<file path="src/rtl/operand_seq_fsm.sv">
// Operand-sequencing controller: captures an opcode, collects one or NUM_OPS register
// selections with per-slot load strobes, fires the ALU and holds the result until acked.
module operand_seq_fsm #(
  parameter int unsigned        REG_W      = 3,
  parameter int unsigned        OP_W       = 3,
  parameter int unsigned        NUM_OPS    = 2,
  parameter logic [2**OP_W-1:0] UNARY_MASK = '0,
  parameter int unsigned        TIMEOUT    = 255
) (
  input  logic               clk,
  input  logic               rst,
  input  logic               r_en,
  input  logic [OP_W-1:0]    opcode,
  input  logic [REG_W-1:0]   reg_num,
  input  logic               abort,
  input  logic               result_ack,
  output logic [REG_W-1:0]   reg_sel,
  output logic [NUM_OPS-1:0] op_load,
  output logic [OP_W-1:0]    alu_op,
  output logic               alu_en,
  output logic               result_valid,
  output logic               busy,
  output logic               err_timeout
);

  localparam int unsigned IdxW = (NUM_OPS > 1) ? $clog2(NUM_OPS) : 1;
  localparam int unsigned CntW = (TIMEOUT > 0) ? $clog2(TIMEOUT + 1) : 1;
  localparam logic [CntW-1:0] CntLast = (TIMEOUT > 0) ? CntW'(TIMEOUT - 1) : '0;

  typedef enum logic [2:0] {
    StIdle,
    StOpc,
    StSel,
    StLoad,
    StGap,
    StExec,
    StDone
  } state_e;

  state_e           state_q, state_d;
  logic [OP_W-1:0]  alu_op_q, alu_op_d;
  logic [REG_W-1:0] reg_sel_q, reg_sel_d;
  logic [IdxW-1:0]  idx_q, idx_d;
  // Index of the final operand slot for the latched opcode (need - 1).
  logic [IdxW-1:0]  last_q, last_d;
  logic [CntW-1:0]  cnt_q, cnt_d;
  logic             err_q, err_d;
  logic             waiting;
  logic             met;
  logic             timeout_hit;

  always_comb begin
    state_d   = state_q;
    alu_op_d  = alu_op_q;
    reg_sel_d = reg_sel_q;
    idx_d     = idx_q;
    last_d    = last_q;
    cnt_d     = '0;
    err_d     = 1'b0;
    waiting   = 1'b0;
    met       = 1'b0;

    unique case (state_q)
      StIdle: begin
        if (r_en && !abort) state_d = StOpc;
      end
      StOpc: begin
        waiting = 1'b1;
        met     = (opcode != '0);
        if (met) begin
          state_d  = StSel;
          alu_op_d = opcode;
          last_d   = UNARY_MASK[opcode] ? '0 : IdxW'(NUM_OPS - 1);
          idx_d    = '0;
        end
      end
      StSel: begin
        waiting = 1'b1;
        met     = (reg_num != '0);
        if (met) begin
          state_d   = StLoad;
          reg_sel_d = reg_num;
        end
      end
      StLoad: begin
        if (idx_q == last_q) begin
          state_d = StExec;
        end else begin
          idx_d   = idx_q + 1'b1;
          state_d = StGap;
        end
      end
      StGap: begin
        waiting = 1'b1;
        // Key must be released before the next selection can be captured.
        met     = (reg_num == '0);
        if (met) state_d = StSel;
      end
      StExec: state_d = StDone;
      StDone: begin
        if (result_ack) state_d = StIdle;
      end
      default: state_d = StIdle;
    endcase

    timeout_hit = (TIMEOUT != 0) && waiting && !met && (cnt_q == CntLast);

    if (abort && (state_q != StIdle)) begin
      state_d = StIdle;
    end else if (timeout_hit) begin
      state_d = StIdle;
      err_d   = 1'b1;
    end

    if ((TIMEOUT != 0) && waiting && (state_d == state_q)) cnt_d = cnt_q + 1'b1;

    if (state_d == StIdle) begin
      alu_op_d  = '0;
      reg_sel_d = '0;
      idx_d     = '0;
      last_d    = '0;
      cnt_d     = '0;
    end
  end

  always_ff @(posedge clk) begin
    if (rst) begin
      state_q   <= StIdle;
      alu_op_q  <= '0;
      reg_sel_q <= '0;
      idx_q     <= '0;
      last_q    <= '0;
      cnt_q     <= '0;
      err_q     <= 1'b0;
    end else begin
      state_q   <= state_d;
      alu_op_q  <= alu_op_d;
      reg_sel_q <= reg_sel_d;
      idx_q     <= idx_d;
      last_q    <= last_d;
      cnt_q     <= cnt_d;
      err_q     <= err_d;
    end
  end

  always_comb begin
    op_load = '0;
    if (state_q == StLoad) op_load[idx_q] = 1'b1;
  end

  assign reg_sel      = reg_sel_q;
  assign alu_op       = alu_op_q;
  assign alu_en       = (state_q == StExec);
  assign result_valid = (state_q == StDone);
  assign busy         = (state_q != StIdle);
  assign err_timeout  = err_q;

endmodule

</file>
<file path="config.mk">
export PLATFORM = sky130hd
export DESIGN_NAME = operand_seq_fsm
export DESIGN_NICKNAME = d
export VERILOG_FILES = /design/src/rtl/operand_seq_fsm.sv
export SDC_FILE = /design/constraint.sdc
export NUM_CORES = 1
export LEC_CHECK = 0
export BUFFER_PORTS_ARGS = -buffer_cell sky130_fd_sc_hd__clkbuf_2
export CORE_ASPECT_RATIO = 1.75
export CORE_MARGIN = 2
export CORE_UTILIZATION = 27
export DETAILED_ROUTE_END_ITERATION = 16
export SLEW_MARGIN = 20
export SYNTH_ARGS = -nofsm -noshare
export SYNTH_HDL_FRONTEND = slang
export SYNTH_SLANG_ARGS = --single-unit
</file>
<file path="constraint.sdc">
create_clock -name clk -period 4.8 [get_ports clk]
set_clock_uncertainty 0.05 [all_clocks]
set_input_delay 1.44 -clock clk [delete_from_list [all_inputs] [get_ports clk]]
set_output_delay 1.44 -clock clk [all_outputs]
set_load 0.01 [all_outputs]
</file>
# After elaboration in Yosys (flattened, before gate mapping)

Memories as Yosys holds them, arrays and structs flattened.
Cells that the tools add are included.

Memory bits (read-only): 8
Logic and storage cells: 67
Flip-flop bits (word level): 20
Memories: 1

Order comparisons: 3
Equality and inequality tests: 11
Reduce and logical (&&, ||, !) cells: 22
Bitwise gates (word level): 1
Add/subtract/negate cells: 2
Multiplexer cells: 20

Memory list:

| memory           | words | bits a word | read ports | clocked after memory_dff | write ports | RTL line | source |
|---|---|---|---|---|---|---|---|
| (name not given) | 8     | 1           | 1          | 0                        | 0           | 73       | `last_d = UNARY_MASK[opcode] ? '0 : IdxW'(NUM_OPS - 1);` |

Operators by type and width:

| kind                  | number |
|---|---|
| $mux W3               | 7 |
| $pmux W3 S7           | 1 |
| $eq A3 B3 Y1 const B  | 3 |
| $logic_not A3 Y1      | 3 |
| $reduce_bool A3 Y1    | 3 |
| $add A8 B1 Y8 const B | 1 |
| $eq A8 B8 Y1 const B  | 1 |
| $mux W1               | 8 |
| $eq A3 B2 Y1 const B  | 2 |
| $logic_and A1 B1 Y1   | 6 |
| $reduce_or A3 Y1      | 2 |
| $lt A3 B4 Y1 const B  | 1 |
| $ne A2 B2 Y1 const B  | 2 |
| $reduce_and A2 Y1     | 2 |
| $reduce_or A2 Y1      | 2 |
| $eq A3 B1 Y1 const B  | 1 |
| $eq A3 B3 Y1          | 1 |
| $pmux W1 S3           | 1 |
| $reduce_and A3 Y1     | 1 |
| $logic_not A1 Y1      | 2 |
| $lt A1 B2 Y1 const B  | 1 |
| $mux W2               | 1 |
| $pmux W1 S2           | 1 |
| $reduce_bool A2 Y1    | 1 |
| other kinds (5)       | 5 |

# Logic depth before layout (Yosys ltp)

Depth in word-level cells: 11
Gate-level depth with buffers: 7
Gate-level depth less buffers: 7

# Least setup slack after synthesis

OpenSTA, ideal clock, no wires.

Path kind: input port to flip-flop
Start: in reg_num[1]
End: reg cnt_q[2]
Buffers on the path: 0
Required time: 4.685 ns
Setup slack: 1.963 ns
Library setup time: 0.065 ns
Stages: 5
Arrival: 2.722 ns
Cells stage by stage: or3_4 > o2bb2ai_2 > o41ai_2 > nand4_4 > nor2_2

Cells in the longest elaborated chain, start to end: 11

RTL lines:

| item                                                   | RTL line | source |
|---|---|---|
| from (decl)                                            | 14       | `input logic [REG_W-1:0] reg_num,` |
| $logic_not A3 Y1 or $reduce_bool A3 Y1 (tied branches) | 96, 79   |  |
| $pmux W1 S3                                            | 63       | `unique case (state_q)` |
| $logic_not A1 Y1                                       | 106      | `timeout_hit = (TIMEOUT != 0) && waiting && !met && (cnt_q == CntLast);` |
| $logic_and A1 B1 Y1 (2 in a row)                       | 106      |  |
| $mux W3 *                                              | 110      | `end else if (timeout_hit) begin` |
| $mux W3 *                                              | 108      | `if (abort && (state_q != StIdle)) begin` |
| $eq A3 B3 Y1                                           | 115      | `if ((TIMEOUT != 0) && waiting && (state_d == state_q)) cnt_d = cnt_q + 1'b1;` |
| $logic_and A1 B1 Y1                                    | 115      |  |
| $not A1 Y1 (no source line)                            | n/a      |  |
| $reduce_or A3 Y1 (no source line) *                    | n/a      |  |
| to (signal assigned)                                   | 141      | `cnt_q <= cnt_d;` |
| to (decl)                                              | 46       | `logic [CntW-1:0] cnt_q, cnt_d;` |

Mark *: on every way between the ends. The rest lies on a longest branch, timed or not.
A chain may end at the register's enable or synchronous reset.

# Worst setup path in the final report

Start: reg state_q[0]
End: out op_load[1]

Cells in the longest elaborated chain, start to end: 2

RTL lines:

| item                   | RTL line | source |
|---|---|---|
| from (decl)            | 40       | `state_e state_q, state_d;` |
| from (signal assigned) | 128      | `state_q <= StIdle;` |
| from (signal assigned) | 136      | `state_q <= state_d;` |
| $eq A3 B2 Y1           | 148      | `if (state_q == StLoad) op_load[idx_q] = 1'b1;` |
| $mux W2                | 148      |  |
| to (decl)              | 18       | `output logic [NUM_OPS-1:0] op_load,` |

No other way between the ends.

==> metrics.yaml <==
status: "completed"
fin_ws_ns: 1.77
synthTopCellsByArea: "dfxtp_1 (36%), nor2_1 (5.7%), nor2_2 (4.4%)"
start_kind: "flop"
yosys_most_used_dff: "dfxtp_1"
ff2ff_path_depth: 5
critPathLaunch: "state_q[0]"
r2r_start: "state_q[0]"
cp_slowest_cell: "dfxtp_1"
grt_antenna_before_repair: 0
fillCellCount: 458
seq_area_um2: 400
maxSlewViolCount: 0
routed_wl_um: 2500
rows: 31
placed_cell_area_um2: 1280
nNetsFinal: 162
dp_slack_ns: 1.71
holdCritStartpoint: "cnt_q[0]"
yosysUniqueCellTypes: 40
num_vias: 983
hold_viol_final: 0
setup_violations: 0
setup_tns_ns: 0
cts_max_path_buffers: 2
cap_violations: 0
worstPathCellList: "and3b_1 > and2_1 > clkbuf_2"
drc: 0
yosys_warnings: 0
cts_sinks: 20
die-area_um2: 4720
synth_nets: 138
clk_pin_slew_ns: 0.08
netlist_instances: 125
synth_top_area_frac: 0.356
worstMarginPinSlew_ns: 0.549
synth.avg_cell_area_um2: 9.00
rsz0062_at_grt: "false"
arrival_ns: 1.54
final_common_cell: "clkbuf_2"
layout-drive-gt1-share: 0.318
cp-end-kind: "output port"
slew_headroom: 0.633
fp.dieW_um: 52.8
initial_utilization: 0.276
grt_pass1_vias: 926
critPathMaxFanout: 17
viasPerCell: 4.99
ant_nets: 0
grtUsageTotal: 0.117
wl_per_cell_um: 12.7
globalplace.congestion: 0.790
yosysSeqAreaShare: 0.356
portBuffers: 22
critPathKind: "flop to output port"
post-cts-setup-buffers: 0
io_pins: 23
max_stage_delay_ns: 0.67
grt_max_degree: 18
grt_pass1_wl_um: 4050
multiInputGateArea_um2: 698
hold_buffers: 0
dp_hpwl_um: 2000
cts_tree: "built"
power.leakage_nw: 0.492
fin_crit_sh: 0.632
first_pass_iters: 4
p_per_area_nw_per_um2: 304
ys_ff_latch: 20
syn_to_final_growth_pct: 20.2
mostFrequentLayoutCells: "clkbuf_2 (22), dfxtp_1 (20), nor2_1 (17)"
irDropWorstVdd_mv: 0.161
utilization: 0.332
fin_total_pwr_w: 0.000412
drtIter0Drc: 16
synth_area_leader_cell: "dfxtp_1"
whs_path_depth: 1
cts_root_buffer: "clkbuf_8"
coreArea_um2: 4070
htree_levels: 1
finalCriticalPeriod_ns: 3.03
fp.dieH_um: 89.4
numCtsBuffers: 3
antennaDiodeCount: 0
insertion_delay_ns: 0.26
min_path_type: "flop to flop"
worstPathRequired_ns: 3.31
async_flop_share: 0
syn_area_um2: 1120
max_freq_mhz: 330
finalInstanceArea_um2: 1350
synth_edf_count: 0
gr-total-overflow: 0
cts.repair.resized: 0
[synth_stat cells (3+ instances only)]
cell type / number
xor2_1: 4
nor2_1: 17
and3_1: 3
nand3_1: 7
a21oi_1: 7
nor2_2: 8
o21ai_0: 4
a22oi_1: 6
nor2b_1: 4
nand2_1: 5
and2_1: 3
dfxtp_1: 20
xnor2_1: 3
[sequential cells by signal (all words and copies together), names as in the netlist]
| signal | flops |
|---|---|
| last_q | 1 |
| alu_op | 3 |
| err_timeout | 1 |
| reg_sel | 3 |
| state_q | 3 |
| idx_q | 1 |
| cnt_q | 8 |
[worst paths after layout]
kind	endpoint	slack, ns
worst max-delay path	op_load[1]	1.77
worst min-delay path	cnt_q[0]	0.43
worst max register to register	cnt_q[6]	2.57
worst min register to register	cnt_q[0]	0.43
[critical path, delay by kind of cell (launching register included)]
| kind | cells | cell delay, ns |
|---|---|---|
| flip-flops | 1 | 0.67 |
| buffers and inverters | 1 | 0.13 |
| AND/OR/NAND/NOR | 2 | 0.48 |
[routing by layer]
metal / global-route usage / up-vias / share of wire
met1: 0.112 / 466 / 0.36
met3: 0.0184 / 9 / 0.022
met2: 0.218 / 13 / 0.58
met5: 0 / - / 0
li1: - / 495 / -
met4: 0.0839 / 0 / 0.039
[logic make-up after synthesis]
| kind of cell | synth area share |
|---|---|
| xor gates and xnor gates | 0.0545 |
| adders and majority gates | 0.0222 |
| buffers and inverters | 0.0234 |
| DFF | 0.356 |
| AOI/OAI and AO/OA | 0.224 |
| and+or+nand+nor | 0.320 |
[area by class of cell]
| cell class | count | share of cell area |
|---|---|---|
| Tap cell | 49 | 0.0453 |
| Multi-Input combinational cell | 99 | 0.516 |
| Clock inverter | 1 | 0.0222 |
| Sequential cell | 20 | 0.296 |
| Timing Repair Buffer | 22 | 0.0814 |
| Clock buffer | 3 | 0.0305 |
| Inverter | 3 | 0.00833 |
[metrics by stage]
step	cells	hold slack, ns
2_1_floorplan	125	0.397
3_3_place_gp	193	0.414
3_5_place_dp	193	0.415
4_1_cts	197	0.437
5_1_grt	197	0.459
6_report	197	0.431
[power breakdown]
part           internal [W]  switching [W]  total [W]  leakage, nW
Clock              0.000111      0.0000583   0.000170       0.0357
Sequential         0.000170      0.0000102   0.000180        0.161
Combinational     0.0000254      0.0000368  0.0000622        0.294
Total              0.000306       0.000105   0.000412        0.492
No activity file was read; power rests on OpenSTA's default activity.
